--- src/rtl/bp_core_cache_req_arb.sv ---
// bp_core_cache_req_arb: merges icache/dcache miss requests into one
// credited memory request stream with metadata join and round-robin grant.
module bp_core_cache_req_arb #(
   parameter int req_width_p      = 128,
   parameter int metadata_width_p = 4,
   parameter int credits_p        = 4
) (
   input  logic                                   clk_i,
   input  logic                                   reset_n_i,
   input  logic [2*req_width_p-1:0]               cache_req_i,
   input  logic [1:0]                             cache_req_v_i,
   output logic [1:0]                             cache_req_ready_o,
   input  logic [2*metadata_width_p-1:0]          cache_req_metadata_i,
   input  logic [1:0]                             cache_req_metadata_v_i,
   output logic [1:0]                             cache_req_complete_o,
   output logic [req_width_p+metadata_width_p:0]  mem_req_o,
   output logic                                   mem_req_v_o,
   input  logic                                   mem_req_ready_i,
   input  logic                                   mem_credit_return_i,
   input  logic                                   mem_done_v_i,
   input  logic                                   mem_done_port_i,
   output logic                                   credits_full_o,
   output logic                                   credits_empty_o
);

   localparam int cw_lp = $clog2(credits_p + 1);

   typedef enum logic [1:0] {IDLE, WAIT_MD, PEND, BUSY} state_e;

   state_e                      state_q [2];
   state_e                      state_n [2];
   logic [req_width_p-1:0]      req_q   [2];
   logic [metadata_width_p-1:0] md_q    [2];
   logic [1:0]                  pend;
   logic [1:0]                  done_hit;
   logic [1:0]                  complete_q;
   logic [cw_lp-1:0]            credit_q;
   logic                        full;
   logic                        empty;
   logic                        hs;
   logic                        grant;
   logic                        rr_q;
   logic                        lock_v_q;
   logic                        lock_id_q;

   always_ff @(posedge clk_i or negedge reset_n_i) begin
      if (!reset_n_i) begin
         state_q[0] <= IDLE;
         state_q[1] <= IDLE;
      end else begin
         state_q <= state_n;
      end
   end

   always_comb begin
      state_n = state_q;
      for (int p = 0; p < 2; p++) begin
         unique case (state_q[p])
            IDLE:    if (cache_req_v_i[p]) state_n[p] = WAIT_MD;
            WAIT_MD: if (cache_req_metadata_v_i[p]) state_n[p] = PEND;
            PEND:    if (hs && grant == 1'(p)) state_n[p] = BUSY;
            BUSY:    if (done_hit[p]) state_n[p] = IDLE;
            default: state_n[p] = IDLE;
         endcase
      end
   end

   always_comb begin
      cache_req_ready_o = '0;
      pend              = '0;
      done_hit          = '0;
      for (int p = 0; p < 2; p++) begin
         cache_req_ready_o[p] = (state_q[p] == IDLE);
         pend[p]              = (state_q[p] == PEND);
         done_hit[p]          = (state_q[p] == BUSY) && mem_done_v_i
                                && (mem_done_port_i == 1'(p));
      end
   end

   always_ff @(posedge clk_i or negedge reset_n_i) begin
      if (!reset_n_i) begin
         req_q[0] <= '0;
         req_q[1] <= '0;
         md_q[0]  <= '0;
         md_q[1]  <= '0;
      end else begin
         for (int p = 0; p < 2; p++) begin
            if (state_q[p] == IDLE && cache_req_v_i[p])
               req_q[p] <= cache_req_i[p*req_width_p +: req_width_p];
            if (state_q[p] == WAIT_MD && cache_req_metadata_v_i[p])
               md_q[p] <= cache_req_metadata_i[p*metadata_width_p +: metadata_width_p];
         end
      end
   end

   assign full        = (credit_q == cw_lp'(credits_p));
   assign empty       = (credit_q == '0);
   assign mem_req_v_o = (|pend) & ~full;
   assign hs          = mem_req_v_o & mem_req_ready_i;

   // A stalled offer keeps its port even if the other port becomes eligible.
   always_comb begin
      if (lock_v_q)          grant = lock_id_q;
      else if (pend == 2'b11) grant = ~rr_q;
      else                    grant = pend[1];
   end

   assign mem_req_o = {grant, md_q[grant], req_q[grant]};

   always_ff @(posedge clk_i or negedge reset_n_i) begin
      if (!reset_n_i) begin
         lock_v_q  <= 1'b0;
         lock_id_q <= 1'b0;
         rr_q      <= 1'b1;
      end else begin
         lock_v_q <= mem_req_v_o & ~mem_req_ready_i;
         if (mem_req_v_o) lock_id_q <= grant;
         if (hs)          rr_q      <= grant;
      end
   end

   always_ff @(posedge clk_i or negedge reset_n_i) begin
      if (!reset_n_i) begin
         credit_q <= '0;
      end else begin
         unique case ({hs, mem_credit_return_i})
            2'b10:   credit_q <= credit_q + cw_lp'(1);
            2'b01:   if (!empty) credit_q <= credit_q - cw_lp'(1);
            default: credit_q <= credit_q;
         endcase
      end
   end

   always_ff @(posedge clk_i or negedge reset_n_i) begin
      if (!reset_n_i) complete_q <= '0;
      else            complete_q <= done_hit;
   end

   assign cache_req_complete_o = complete_q;
   assign credits_full_o       = full;
   assign credits_empty_o      = empty;

   a_credit_underflow: assert property (
      @(posedge clk_i) disable iff (!reset_n_i)
      !(mem_credit_return_i && !hs && empty))
      else $warning("credit return with no credits outstanding");

endmodule

--- config.mk ---
export PLATFORM = sky130hd
export DESIGN_NAME = bp_core_cache_req_arb
export DESIGN_NICKNAME = d
export VERILOG_FILES = /design/src/rtl/bp_core_cache_req_arb.sv
export SDC_FILE = /design/constraint.sdc
export NUM_CORES = 1
export LEC_CHECK = 0
export BUFFER_PORTS_ARGS = -buffer_cell sky130_fd_sc_hd__buf_2
export CAP_MARGIN = 10
export CORE_MARGIN = 10
export CORE_UTILIZATION = 54
export CTS_CLUSTER_SIZE = 8
export DETAILED_ROUTE_END_ITERATION = 10
export PLACE_DENSITY = 0.85
export SETUP_SLACK_MARGIN = 0.05
export SLEW_MARGIN = 20
export SYNTH_ARGS = -nofsm -noshare
export SYNTH_HDL_FRONTEND = slang
export SYNTH_SLANG_ARGS = --single-unit
export TNS_END_PERCENT = 1
--- constraint.sdc ---
create_clock -name clk_i -period 3.5 [get_ports clk_i]
set_input_delay 0.875 -clock clk_i [delete_from_list [all_inputs] [get_ports clk_i]]
set_output_delay 0.875 -clock clk_i [all_outputs]
set_load 0.03 [all_outputs]
Yosys cells after proc, flatten, opt, wreduce, memory -nomap -nowiden
Index checks and enable logic that the tools add are counted.
W data, S select, Z words.
Word-level totals
  word-level logic and storage cells: 80
  input bits: 274
  flip-flop bits (word level): 276
  output and inout port bits: 140
Cells by class
  equality and inequality tests: 19
  reductions and logical operators: 18
  bitwise gates (word level): 9
  mux-type cells: 20
  add/subtract/negate cells: 2
  $lt $le $gt $ge: 1
Operator list (count)
  $mux W128: 3
  $mux W2: 8
  $pmux W2 S4: 2
  $ne A2 B2 Y1 const B: 7
  $eq A2 B2 Y1 const B: 6
  $mux W4: 3
  $logic_and A1 B1 Y1: 10
  $reduce_and A4 Y1: 2
  $eq A2 B1 Y1 const B: 3
  $pmux W3 S2: 1
  $not A1 Y1: 5
  $logic_not A2 Y1: 2
  $ne A2 B1 Y1 const B: 2
  $add A3 B1 Y3 const B: 1
  $and A1 B1 Y1: 3
  $eq A3 B3 Y1 const B: 1
  $logic_not A3 Y1: 1
  $mux W3: 1
  $sub A3 B1 Y3 const B: 1
  $ge A2 B2 Y1 const B: 1
  $mux W1: 2
  $not A1 Y2: 1
  $reduce_and A2 Y1: 1
  $reduce_bool A2 Y1: 1
  $reduce_or A2 Y1: 1

Longest topological paths before layout
  depth after elaboration: 8
  depth in mapped cells: 10
  depth with buffers taken out: 10

Worst setup path after synthesis
OpenSTA, ideal clock, no wires.
  path kind: flip-flop to output port
  from: register state_q[2] (netlist bit)
  to: output port mem_req_o[100]
  required time: 2625 ps
  data arrival time: 1820 ps
  cell stages (with the launch flop): 9
  path slack: 805 ps
  path buffers: 3
  path through: dfrtp_1 inv_1 ha_1 and2_1 o31a_1 buf_6 buf_6 buf_6 mux2_2
On the way
  longest elaborated chain between the ends: 8
RTL lines
  from (decl): line 30  | state_e state_q [2];
  from (signal assigned): line 51  | state_q <= state_n;
  $eq A2 B2 Y1: line 74  | pend[p] = (state_q[p] == PEND);
  $eq A2 B2 Y1: line 104  | else if (pend == 2'b11) grant = ~rr_q;
  $mux W1: line 104
  $mux W1: line 103  | if (lock_v_q) grant = lock_id_q;
  $not A1 Y2 (not written as such): line 108  | assign mem_req_o = {grant, md_q[grant], req_q[grant]};
  $mux W128 (not written as such) (3 in series): line 108
  to (decl): line 16  | output logic [req_width_p+metadata_width_p:0] mem_req_o,
No other way between the ends. The select of a mux whose other input is x is not followed.

Worst setup path after layout
  from: register state_q[2] (netlist bit)
  to: output port mem_req_o[73]
Same word-level chain as after synthesis.

==> summary.txt <==
Job
  – Number of max-cap violations: 0

Die
  – Effective utilization at floorplan: 0.551
  – DIE HEIGHT: 170 um
  – Standard cell core area: 22000 um2
  – Die area: 28800 um2
  – I/O pin count: 414
  – Die X: 170 um
  – Row Count: 54

Setup path
  – Slowest cell delay on critical path: 0.43 ns
  – Required time worst endpoint: 2.62 ns
  – Worst-path cell with the longest stage delay: o31a_4
  – Worst-case register-to-register setup slack: 1.05 ns
  – WP data arrival: 2.57 ns
  – CP Cell Sequence: inv_1 -> ha_4 -> and2_1 -> o31a_4 -> buf_16 -> mux2_4 -> buf_2
  – Kind of start point of the critical path: flop
  – CP max FO: 31
  – Beginning of the worst register-to-register path: state_q[2]
  – Sort of element at the end of the critical path: output port
  – Type of the setup path with the least slack: flop to output port
  – Reg2Reg Depth: 10
  – Worst R2R End: credit_q[2]

Hold path
  – Path category of the worst min-delay check: input port to async pin

Power and ir drop
  – Pwr/cell area: 1220 nW/um2
  – Maximum vdd ir drop: 0.000758 V
  – Switching power of the nets: 7.91 mW
  – Total internal power: 11.3 mW
  – Part of the total power dissipated in the clock network: 0.171
  – Final Total Pwr: 19.2 mW
  – Static leakage: 7.55 nW
  – Switch share: 0.412
  – Sequential group share of total power: 0.301
  – Logic pwr share: 0.528

Global routing
  – Via count of the first global-routing pass: 9322
  – Total routing usage reported by global routing: 0.225
  – Pin count of the biggest net entering global routing: 102
  – Number of antenna violations at the first check in global routing: 8
  – Wire length of the first global-routing pass: 50900 um
  – Global route total overflow: 0

Detailed routing
  – Vias per inst: 5.43
  – Met3 layer wire length in the routed design: 3180 um
  – Vias: 8153
  – Wirelength, routed: 34500 um
  – Drt drc: 0
  – Met2 wire len: 17800 um
  – Top Metal Used: met5
  – Drt first-iter violations: 346
  – Routed len/inst: 23.0 um
  – WL met1: 12500 um
  – TritonRoute pass-1 iters: 4
  – Final antenna-violating net count: 0

CTS
  – Cell at the root of the clock tree: clkbuf_16
  – Clock buffers created by TritonCTS: 40
  – CTS H-tree depth: 2
  – Clock tree from TritonCTS: built
  – Clk buf depth: 3
  – Clock-pin slew of the registers on the worst-case setup and hold paths: 0.05 ns
  – Clk Latency, worst-skew pair: 0.50 ns
  – Clock sink total: 276

Logic synthesis
  – Number of distinct library cells after synthesis: 37
  – Mapped Avg Cell Area: 15.4 um2
  – Synthesized flop and latch total: 276
  – Cells after Synth: 786
  – Share of synthesized area occupied by flip-flops and latches: 0.571
  – Count of warnings emitted by yosys: 0
  – Cell Area, Synth: 12100 um2
  – Post-Syn Nets: 1070

STA
  – Portion of the clock cycle consumed by the worst path in the final layout: 0.983
  – RSZ-0062 raised after global routing: yes
  – Max Clock Skew: 0.0134 ns
  – Relative max-transition margin: 0.489
  – Clock period minus final worst setup slack: 3.44 ns
  – Max Slew Vio Count: 0
  – Maximum clock rate: 291 MHz
  – Actual slew at the worst max-slew pin: 0.766 ns
  – Final setup fails: 0
  – Final hold viol count: 0

Placed design
  – Placed cell count: 1447
  – HPWL reported at the end of detailed placement: 24700 um
  – I/O Buffers: 413
  – Routability-driven placement congestion ratio: 0.847

Cells and area
  – Multi-input combinational cell area: 4970 um2
  – Nets@finish: 1499
  – Layout cells sized above 1: 0.723
  – Total of fill cells in the finished design: 1465
  – Area growth from synthesis to final layout: 29.6%
  – Final cell utilization of the core: 0.715
  – Non-Filler Instances: 1502
  – Reg area: 6910 um2

Outcome
  – Status: completed
-- how the worst max path moves through the flow --
stage	start	endpoint	cells after the start
2_1_floorplan	state_q[2]	mem_req_o[100]	8
3_3_place_gp	state_q[2]	mem_req_o[73]	7
3_5_place_dp	state_q[2]	mem_req_o[73]	7
4_1_cts	state_q[2]	mem_req_o[79]	7
5_1_grt	state_q[2]	mem_req_o[79]	7
6_report	state_q[2]	mem_req_o[73]	7
-- kinds of logic (layout without fill, tap and decap cells) --
| family | count (synthesis) | after routing | synth area share |
|---|---|---|---|
| and+or+nand+nor | 30 | 30 | 0.0127 |
| AOI/OAI and AO/OA | 14 | 14 | 0.00920 |
| other | 0 | 5 | 0 |
| buffers and inverters | 54 | 485 | 0.0240 |
| muxes | 400 | 400 | 0.372 |
| adders and majority gates | 10 | 10 | 0.0103 |
| xor gates and xnor gates | 2 | 2 | 0.00145 |
| DFF | 276 | 276 | 0.571 |
-- cells in the final DEF (no fill, tap or decap), types with 2 or more instances in the layout --
cell type / count
mux2_4: 2
diode_2: 5
buf_4: 6
buf_16: 2
buf_6: 2
nand2_4: 2
clkbuf_16: 43
a22oi_1: 2
nor2_1: 9
inv_1: 10
nand2_1: 6
dfrtp_1: 275
ha_4: 2
mux2i_1: 2
nand2b_1: 3
buf_2: 412
mux2_2: 396
o211ai_1: 2
nor3_1: 2
clkbuf_1: 2
buf_12: 6
ha_1: 8
-- synth_stat cells, drive strengths merged --
| library cell | count | share of area |
|---|---|---|
| nand2b | 3 | 0.0016 |
| a2111oi | 1 | 0.00072 |
| mux2i | 2 | 0.0017 |
| o21a | 1 | 0.00062 |
| mux2 | 398 | 0.37 |
| a22oi | 2 | 0.0012 |
| inv | 10 | 0.0031 |
| o21ai | 1 | 0.00041 |
| or2 | 1 | 0.00052 |
| o31a | 1 | 0.00072 |
| dfrtp | 275 | 0.57 |
| nand4 | 1 | 0.00052 |
| a221oi | 1 | 0.00072 |
| nor3b | 1 | 0.0010 |
| a311o | 1 | 0.00083 |
| nor4b | 1 | 0.00072 |
| xnor2 | 1 | 0.00072 |
| and4 | 1 | 0.00072 |
| nor2b | 1 | 0.00052 |
| nand2 | 8 | 0.0025 |
| and2 | 1 | 0.00052 |
| ha | 10 | 0.010 |
| dfstp | 1 | 0.0022 |
| nor3 | 2 | 0.00083 |
| nor2 | 9 | 0.0028 |
| a31o | 1 | 0.00072 |
| xor2 | 1 | 0.00072 |
| buf | 40 | 0.020 |
| a222oi | 1 | 0.00083 |
| a21oi | 1 | 0.00041 |
| and3 | 1 | 0.00052 |
| clkbuf | 4 | 0.0012 |
| o211ai | 2 | 0.0012 |
| a311oi | 1 | 0.00072 |
-- per-layer routing --
layer,vias to the layer above,global-route usage
li1,3665,-
met5,-,0
met2,355,0.393
met3,81,0.0851
met4,6,0.0900
met1,4046,0.240
-- what timing repair did --
action | in CTS | in global routing
cloned | 0 | 4
resized for setup | 5 | 4
endpoints found under the setup margin | 132 | 132
pin swaps | 0 | 1
setup buffers | 0 | 2
hold buffers | 0 | 0
-- critical path, delay by kind of cell, from the launching register on --
| kind | cells | cell delay (ns) |
|---|---|---|
| adders and majority gates | 1 | 0.20 |
| AOI/OAI and AO/OA | 1 | 0.43 |
| and+or+nand+nor | 1 | 0.16 |
| DFF | 1 | 0.39 |
| buffers and inverters | 3 | 0.51 |
| muxes | 1 | 0.34 |
-- power by group through the flow --
stage | Clock (mW) | Sequential, mW | Combinational, mW
floorplan | 0 | 5.39 | 7.58
finish | 3.29 | 5.79 | 10.1
global placement | 0 | 5.69 | 9.63
CTS | 3.37 | 5.75 | 9.94
detailed placement | 0 | 5.76 | 9.83
global route | 3.49 | 5.94 | 10.7
-- state kept, by name (all words and copies together), names as in the netlist --
register / cells
cache_req_complete_o: 2
credit_q: 3
lock_id_q: 1
lock_v_q: 1
md_q: 8
req_q: 256
rr_q: 1
state_q: 4
-- metrics by stage --
step	worst slack (ns)	hold WS, ns	setup TNS, ns	cell area [um2]
after global placement	0.559	0.481	0	14500
after detailed placement	0.515	0.488	0	14500
after floorplan	0.805	0.462	0	12100
final	0.0596	0.422	0	15700
after CTS	0.0623	0.456	0	15600
after global routing	-0.0231	0.466	-0.428	15700
-- cell type report --
cell class,count,share of cell area
antenna,5,0.000797
clock buffer,44,0.0667
inverter,10,0.00239
multi-input combinational,456,0.316
sequential,276,0.440
tap,280,0.0223
timing repair buffer,431,0.151
No activity file was read; power rests on OpenSTA's default activity.
